`config.mk`:
```
export PLATFORM = sky130hd
export DESIGN_NAME = sc_sng_3
export DESIGN_NICKNAME = d
export VERILOG_FILES = /design/src/rtl/sc_pkg.sv /design/src/rtl/sc_lfsr8.sv /design/src/rtl/sc_sng_3.sv
export SDC_FILE = /design/constraint.sdc
export NUM_CORES = 1
export LEC_CHECK = 0
export ABC_AREA = 1
export CORE_UTILIZATION = 55
export DETAILED_ROUTE_END_ITERATION = 16
export PLACE_DENSITY = 0.86
export SYNTH_ARGS = -nofsm -noshare
export SYNTH_HDL_FRONTEND = slang
export SYNTH_HIERARCHICAL = 1
export SYNTH_SLANG_ARGS = --single-unit
```
`constraint.sdc`:
```
create_clock -name clk -period 10.1 [get_ports clk]
set_clock_uncertainty 0.05 [all_clocks]
set_input_delay 1.01 -clock clk [delete_from_list [all_inputs] [get_ports clk]]
set_output_delay 1.01 -clock clk [all_outputs]
set_load 0.01 [all_outputs]
```
`src/rtl/sc_pkg.sv`:
```
// Shared stochastic-computing definitions.
// Used by the SNG, the scaled SC adder and the stream counter.
package sc_pkg;

  typedef enum logic [1:0] {
    IDLE,
    GEN,
    HOLD
  } sc_state_e;

  localparam int SC_LEN = 64;

  // x^8+x^6+x^5+x^4+1 as Fibonacci taps on bits 7,5,4,3
  localparam logic [7:0] SC_TAPS = 8'hB8;
  localparam logic [7:0] SC_SEED = 8'h01;

  function automatic logic [7:0] bitrev8(input logic [7:0] x);
    logic [7:0] r;
    r = '0;
    for (int i = 0; i < 8; i++) begin
      r[i] = x[7-i];
    end
    return r;
  endfunction

  function automatic logic [7:0] rotl8(
    input logic [7:0] x,
    input int unsigned n
  );
    logic [15:0] d;
    d = {x, x} << (n % 8);
    return d[15:8];
  endfunction

endpackage

```
`src/rtl/sc_lfsr8.sv`:
```
// 8-bit maximal-length Fibonacci LFSR, period 255.
// A zero seed is swapped for the default so the state never locks up.
module sc_lfsr8
  import sc_pkg::*;
#(
  parameter logic [7:0] SEED = SC_SEED
) (
  input  logic       clk,
  input  logic       rst,
  input  logic       en,
  output logic [7:0] state
);

  localparam logic [7:0] INIT = (SEED == 8'h00) ? SC_SEED : SEED;

  logic [7:0] state_q;
  logic       fb;

  assign fb    = ^(state_q & SC_TAPS);
  assign state = state_q;

  always_ff @(posedge clk or posedge rst) begin
    if (rst) begin
      state_q <= INIT;
    end else if (en) begin
      state_q <= {state_q[6:0], fb};
    end
  end

endmodule

```
`src/rtl/sc_sng_3.sv`:
```
// Three-channel LFSR-compare stochastic number generator.
// Produces LEN-bit unipolar streams A/B/C from 8-bit probabilities.
module sc_sng_3
  import sc_pkg::*;
#(
  parameter int         LEN  = SC_LEN,
  parameter logic [7:0] SEED = SC_SEED
) (
  input  logic           clk,
  input  logic           rst,
  input  logic           in_valid,
  output logic           in_ready,
  input  logic [7:0]     va,
  input  logic [7:0]     vb,
  input  logic [7:0]     vc,
  output logic           out_valid,
  input  logic           out_ready,
  output logic [LEN-1:0] A,
  output logic [LEN-1:0] B,
  output logic [LEN-1:0] C
);

  localparam int CW = $clog2(LEN);

  sc_state_e      state_q, state_d;
  logic [CW-1:0]  cnt_q;
  logic [7:0]     va_q, vb_q, vc_q;
  logic [LEN-1:0] a_q, b_q, c_q;
  logic [7:0]     lfsr;
  logic           gen;
  logic           last;

  assign gen       = (state_q == GEN);
  assign last      = &cnt_q;
  assign in_ready  = (state_q == IDLE);
  assign out_valid = (state_q == HOLD);
  assign A         = a_q;
  assign B         = b_q;
  assign C         = c_q;

  sc_lfsr8 #(
    .SEED(SEED)
  ) u_lfsr (
    .clk  (clk),
    .rst  (rst),
    .en   (gen),
    .state(lfsr)
  );

  always_comb begin
    state_d = state_q;
    unique case (state_q)
      IDLE:    if (in_valid) state_d = GEN;
      GEN:     if (last) state_d = HOLD;
      HOLD:    if (out_ready) state_d = IDLE;
      default: state_d = IDLE;
    endcase
  end

  always_ff @(posedge clk or posedge rst) begin
    if (rst) begin
      state_q <= IDLE;
      cnt_q   <= '0;
      va_q    <= '0;
      vb_q    <= '0;
      vc_q    <= '0;
      a_q     <= '0;
      b_q     <= '0;
      c_q     <= '0;
    end else begin
      state_q <= state_d;
      if (in_ready && in_valid) begin
        va_q  <= va;
        vb_q  <= vb;
        vc_q  <= vc;
        cnt_q <= '0;
      end
      // Permuted LFSR views decorrelate the three channels
      if (gen) begin
        a_q[cnt_q] <= (lfsr <= va_q);
        b_q[cnt_q] <= (bitrev8(lfsr) <= vb_q);
        c_q[cnt_q] <= (rotl8(lfsr, 3) <= vc_q);
        cnt_q      <= cnt_q + 1'b1;
      end
    end
  end

endmodule

```
**Word-level counts from Yosys, hierarchy flattened**

Cells that the tools add are included.

- Add/sub/neg operators: 1
- $lt $le $gt $ge: 5
- Equal/unequal tests: 5
- Mux-type cells: 11
- Reductions and logical operators: 7

Operators by type and width:

| cell | count |
|---|---|
| bitwise mux 64 bit | 3 |
| less-or-equal comparator 8 bit | 3 |
| 2-to-1 mux 6 bit | 2 |
| XOR reduction 8 bit | 1 |
| less-than comparator 6 x 7 -> 1 bit (second input constant) | 1 |
| adder 6 x 1 -> 6 bit (second input constant) | 1 |
| demux 1 bit (select 6 bit) | 1 |
| greater-or-equal comparator 6 x 1 -> 1 bit (second input constant) | 1 |
| 2-to-1 mux 2 bit | 3 |
| case mux 2 bit (3 select lines) | 1 |
| AND reduction 6 bit | 1 |
| != test 2 x 1 -> 1 bit (second input constant) | 2 |
| AND reduction 3 bit | 1 |
| equality test 2 x 1 -> 1 bit (second input constant) | 1 |
| equality test 2 bit (second input constant) | 1 |
| logical AND 1 bit | 2 |
| logical NOT 2 bit | 1 |
| != test 2 bit (second input constant) | 1 |
| nonzero test 2 bit | 1 |
| 2-to-1 mux 1 bit | 1 |

- Register bits after elaboration: 232
- Input bits: 28

**Depth between registers and ports, before layout**

- Depth after elaboration: 5
- Depth in mapped cells: 13

**Cells and area by module**

Netlist, hierarchy kept.

Modules (own cells, without submodules):

| module | instances | cells each | area each (um^2) |
|---|---|---|---|
| sc_sng_3 | 1 | 1,183 | 9,604.2 |
| sc_lfsr8 | 1 | 46 | 360.3 |

**Worst setup path before layout**

No wires, ideal clock.

- Path kind: register to output
- From: reg state_q[0]
- To: out in_ready
- Arrival time: 0.685 ns
- Data required time: 9.040 ns
- Path slack: 8.355 ns
- Cell stages (with the launch flop): 2
- Path buffers: 0
- Cell sequence: dfrtp_1 nor2_1

- Cells in the longest elaborated chain, start to end: 1

RTL lines:

| what | RTL line | text |
|---|---|---|
| start, declared | sc_sng_3.sv:25 | `sc_state_e state_q, state_d;` |
| start signal, assigned | sc_sng_3.sv:71 | `state_q <= state_d;` |
| logical NOT 2 bit | sc_sng_3.sv:35 | `assign in_ready = (state_q == IDLE);` |
| end, declared | sc_sng_3.sv:12 | `output logic in_ready,` |

No other way between the ends.

==> key figures <==
Logic synthesis
  • Post-synthesis sequential area ratio: 58.3%
  • Synthesized area: 9960 sq um
  • Synth warn: 6
  • Distinct cells, synth: 26
  • Synth Instances: 1229
  • Net Count, Synth: 1282
  • Synthesized area per cell: 8.11 sq um
  • Flop and latch count out of synthesis: 232

CTS
  • CTS Sinks: 232
  • CTS tree: yes
  • Clk root buf: clkbuf_16
  • PostCTS Resize Cnt: 0
  • Clock Path Buffers: 3
  • Setup Fix Bufs, Post-CTS: 0
  • Worst-skew pair later-pin latency: 510 ps
  • CTS H-tree depth: 1
  • CTS Buf Count: 24
  • Cts hold-fix bufs: 0
  • Clk pin slew, worst setup/hold paths: 60 ps

STA
  • Rel. slew slack: 27.6%
  • Min cycle time layout: 2830 ps
  • Worst Tran Pin Value: 1090 ps
  • Pins Over Slew Limit: 0
  • Final hold viol count: 0
  • Final setup TNS: 0 ps
  • Max Clk Rate: 0.353 GHz
  • Setup slack after layout: 7270 ps
  • Fin crit share: 28.0%
  • RSZ-0062 raised after global routing: false
  • Final setup violation count: 0

Power
  • Pwr Density: 324 nW/um^2
  • Maximum VDD drop: 0.195 mV
  • LEAKAGE: 6.72 nW

Flow run
  • Max Cap Violations: 0

Die
  • DIE AREA: 18700 sq um
  • Die W: 137 um
  • Die Span Y: 137 um
  • Initial core utilization: 57.0%
  • Io pins: 222
  • Std-Cell Rows: 48
  • Core ar.: 17500 sq um

Detailed routing
  • Initial DRC Count: 643
  • # DRC: 0
  • Post-route ant nets: 0
  • Post-Route WL: 27.5 mm
  • First drt pass iteration count: 5
  • Routed WL per cell: 16.2 um
  • Via Count: 8785
  • Vias/cell: 5.17

Final layout
  • Layout area overhead: 32.4%
  • Fraction of layout instances using a drive strength above 1: 4.21%
  • Final net count: 1509
  • ANT cells: 0

Setup path
  • Max FO, Critical Path: 138
  • Startpoint Class: input port
  • Data arrival, critical path: 3240 ps
  • Worst reg-to-reg setup slack: 7680 ps
  • Crit Path Class: in2async
  • CP Capture Type: asynchronous set/reset pin
  • CP required: 10510 ps

Placement
  • Pre-CTS setup slack: 6640 ps
  • HPWL after DPL: 17.9 mm
  • Final GP Congestion: 0.848
  • Port Buffers: 221

GRT
  • Total track usage: 30.2%
  • Pin count of the biggest net entering global routing: 139
  • First-pass GRT wire length: 43.4 mm
  • Vias in the first global route: 8517
  • Initial antenna violation count: 0
  • Remaining global-route overflow: 0

Run status
  • Status: finished clean

Min path
  • Min-Delay Path Class: reg2reg
[sequential cells by signal (all words and copies together) (netlist names)]
register / cells
u_lfsr/state: 8
state_q: 2
vc_q: 8
vb_q: 8
B: 64
cnt_q: 6
C: 64
va_q: 8
A: 64
[per-layer routing]
layer  track usage [%]  wire length [um]  up-vias
li1                  -                 -     4145
met1              39.3             11200     4165
met2              49.9             13100      404
met3              5.48              2170       71
met4              12.3              1000        0
met5                 0                 0        -
[layout by cell type (no fill, tap or decap), types with 5 or more instances in the layout]
cell type and instances:
a21oi_1 7, o21ai_1 11, nand2_1 669, o21ai_0 18, nor2_1 84, dfrtp_1 231
nand2_4 5, inv_1 121, nand3_1 5, nand2_2 5, clkbuf_16 25, clkbuf_8 5
clkdlybuf4s50_1 221, ha_1 25
[through the flow]
| stage | cell area [sq um] | util [%] | instances | hold WS, ps | power (mW) |
|---|---|---|---|---|---|
| floorplan | 9960 | - | 1229 | 405 | 2.36 |
| global placement | 12400 | 70.8 | 1655 | 411 | 3.30 |
| detailed placement | 12400 | 70.8 | 1655 | 414 | 3.36 |
| CTS | 13200 | 75.5 | 1698 | 431 | 4.29 |
| global route | 13200 | 75.5 | 1698 | 443 | 4.54 |
| finish | 13200 | 75.5 | 1698 | 430 | 4.28 |
[logic make-up (layout without fill, tap and decap cells)]
| family | Yosys count | in the layout | synth area share [%] |
|---|---|---|---|
| xor+xnor | 1 | 1 | 0.0879 |
| flops | 232 | 232 | 58.3 |
| buf+inv | 148 | 392 | 5.91 |
| fa+ha+maj | 25 | 25 | 3.14 |
| simple gates | 780 | 780 | 30.2 |
| compound gates | 43 | 43 | 2.36 |
[power breakdown]
group	switching (mW)	internal, mW	leakage (nW)
Sequential	0.272	1.35	2.88
Clock	0.367	0.541	0.401
Combinational	0.877	0.869	3.43
Total	1.52	2.76	6.72
[worst max-delay path: stages]
cell and delay (ps):
clkdlybuf4s50_1 510, inv_8 680, buf_4 950
[final cells by class]
type	count	area (sq um)
Clock buffer	34	709
Clock inverter	9	105
Fill cell	1211	4280
Inverter	124	473
Multi-Input combinational cell	849	3580
Sequential cell	232	5810
Tap cell	225	282
Timing Repair Buffer	225	2240
[final timing paths]
check / from / end / cells after the start
worst min register to register: A[37] / A[37] / 2
worst max-delay path: rst / A[37] / 3
worst min-delay path: A[37] / A[37] / 2
max in group clk: state_q[0] / in_ready / 2
worst max register to register: u_lfsr/state[4] / C[25] / 8
min in group asynchronous: rst / u_lfsr/state[2] / 2
[synth_stat cells]
cell type | count | area, sq um
nand2_2 | 2 | 12.5
o211ai_1 | 1 | 7.51
buf_4 | 2 | 15.0
o21ai_0 | 18 | 90.1
a41o_1 | 1 | 10.0
o21bai_1 | 1 | 7.51
nand2_4 | 5 | 56.3
o21ai_1 | 11 | 55.1
nor3_1 | 4 | 20.0
clkbuf_1 | 1 | 3.75
nand4_1 | 3 | 18.8
dfstp_2 | 1 | 26.3
a21oi_1 | 7 | 35.0
inv_2 | 2 | 7.51
nand2_1 | 672 | 2520
dfrtp_1 | 231 | 5780
nor2_4 | 2 | 22.5
nor2_1 | 84 | 315
nand3_1 | 5 | 25.0
buf_2 | 21 | 105
nor2_2 | 3 | 18.8
a21o_1 | 3 | 22.5
xnor2_1 | 1 | 8.76
inv_1 | 122 | 458
a22oi_1 | 1 | 7.51
ha_1 | 25 | 313
Power figures use the tool's default switching activity.
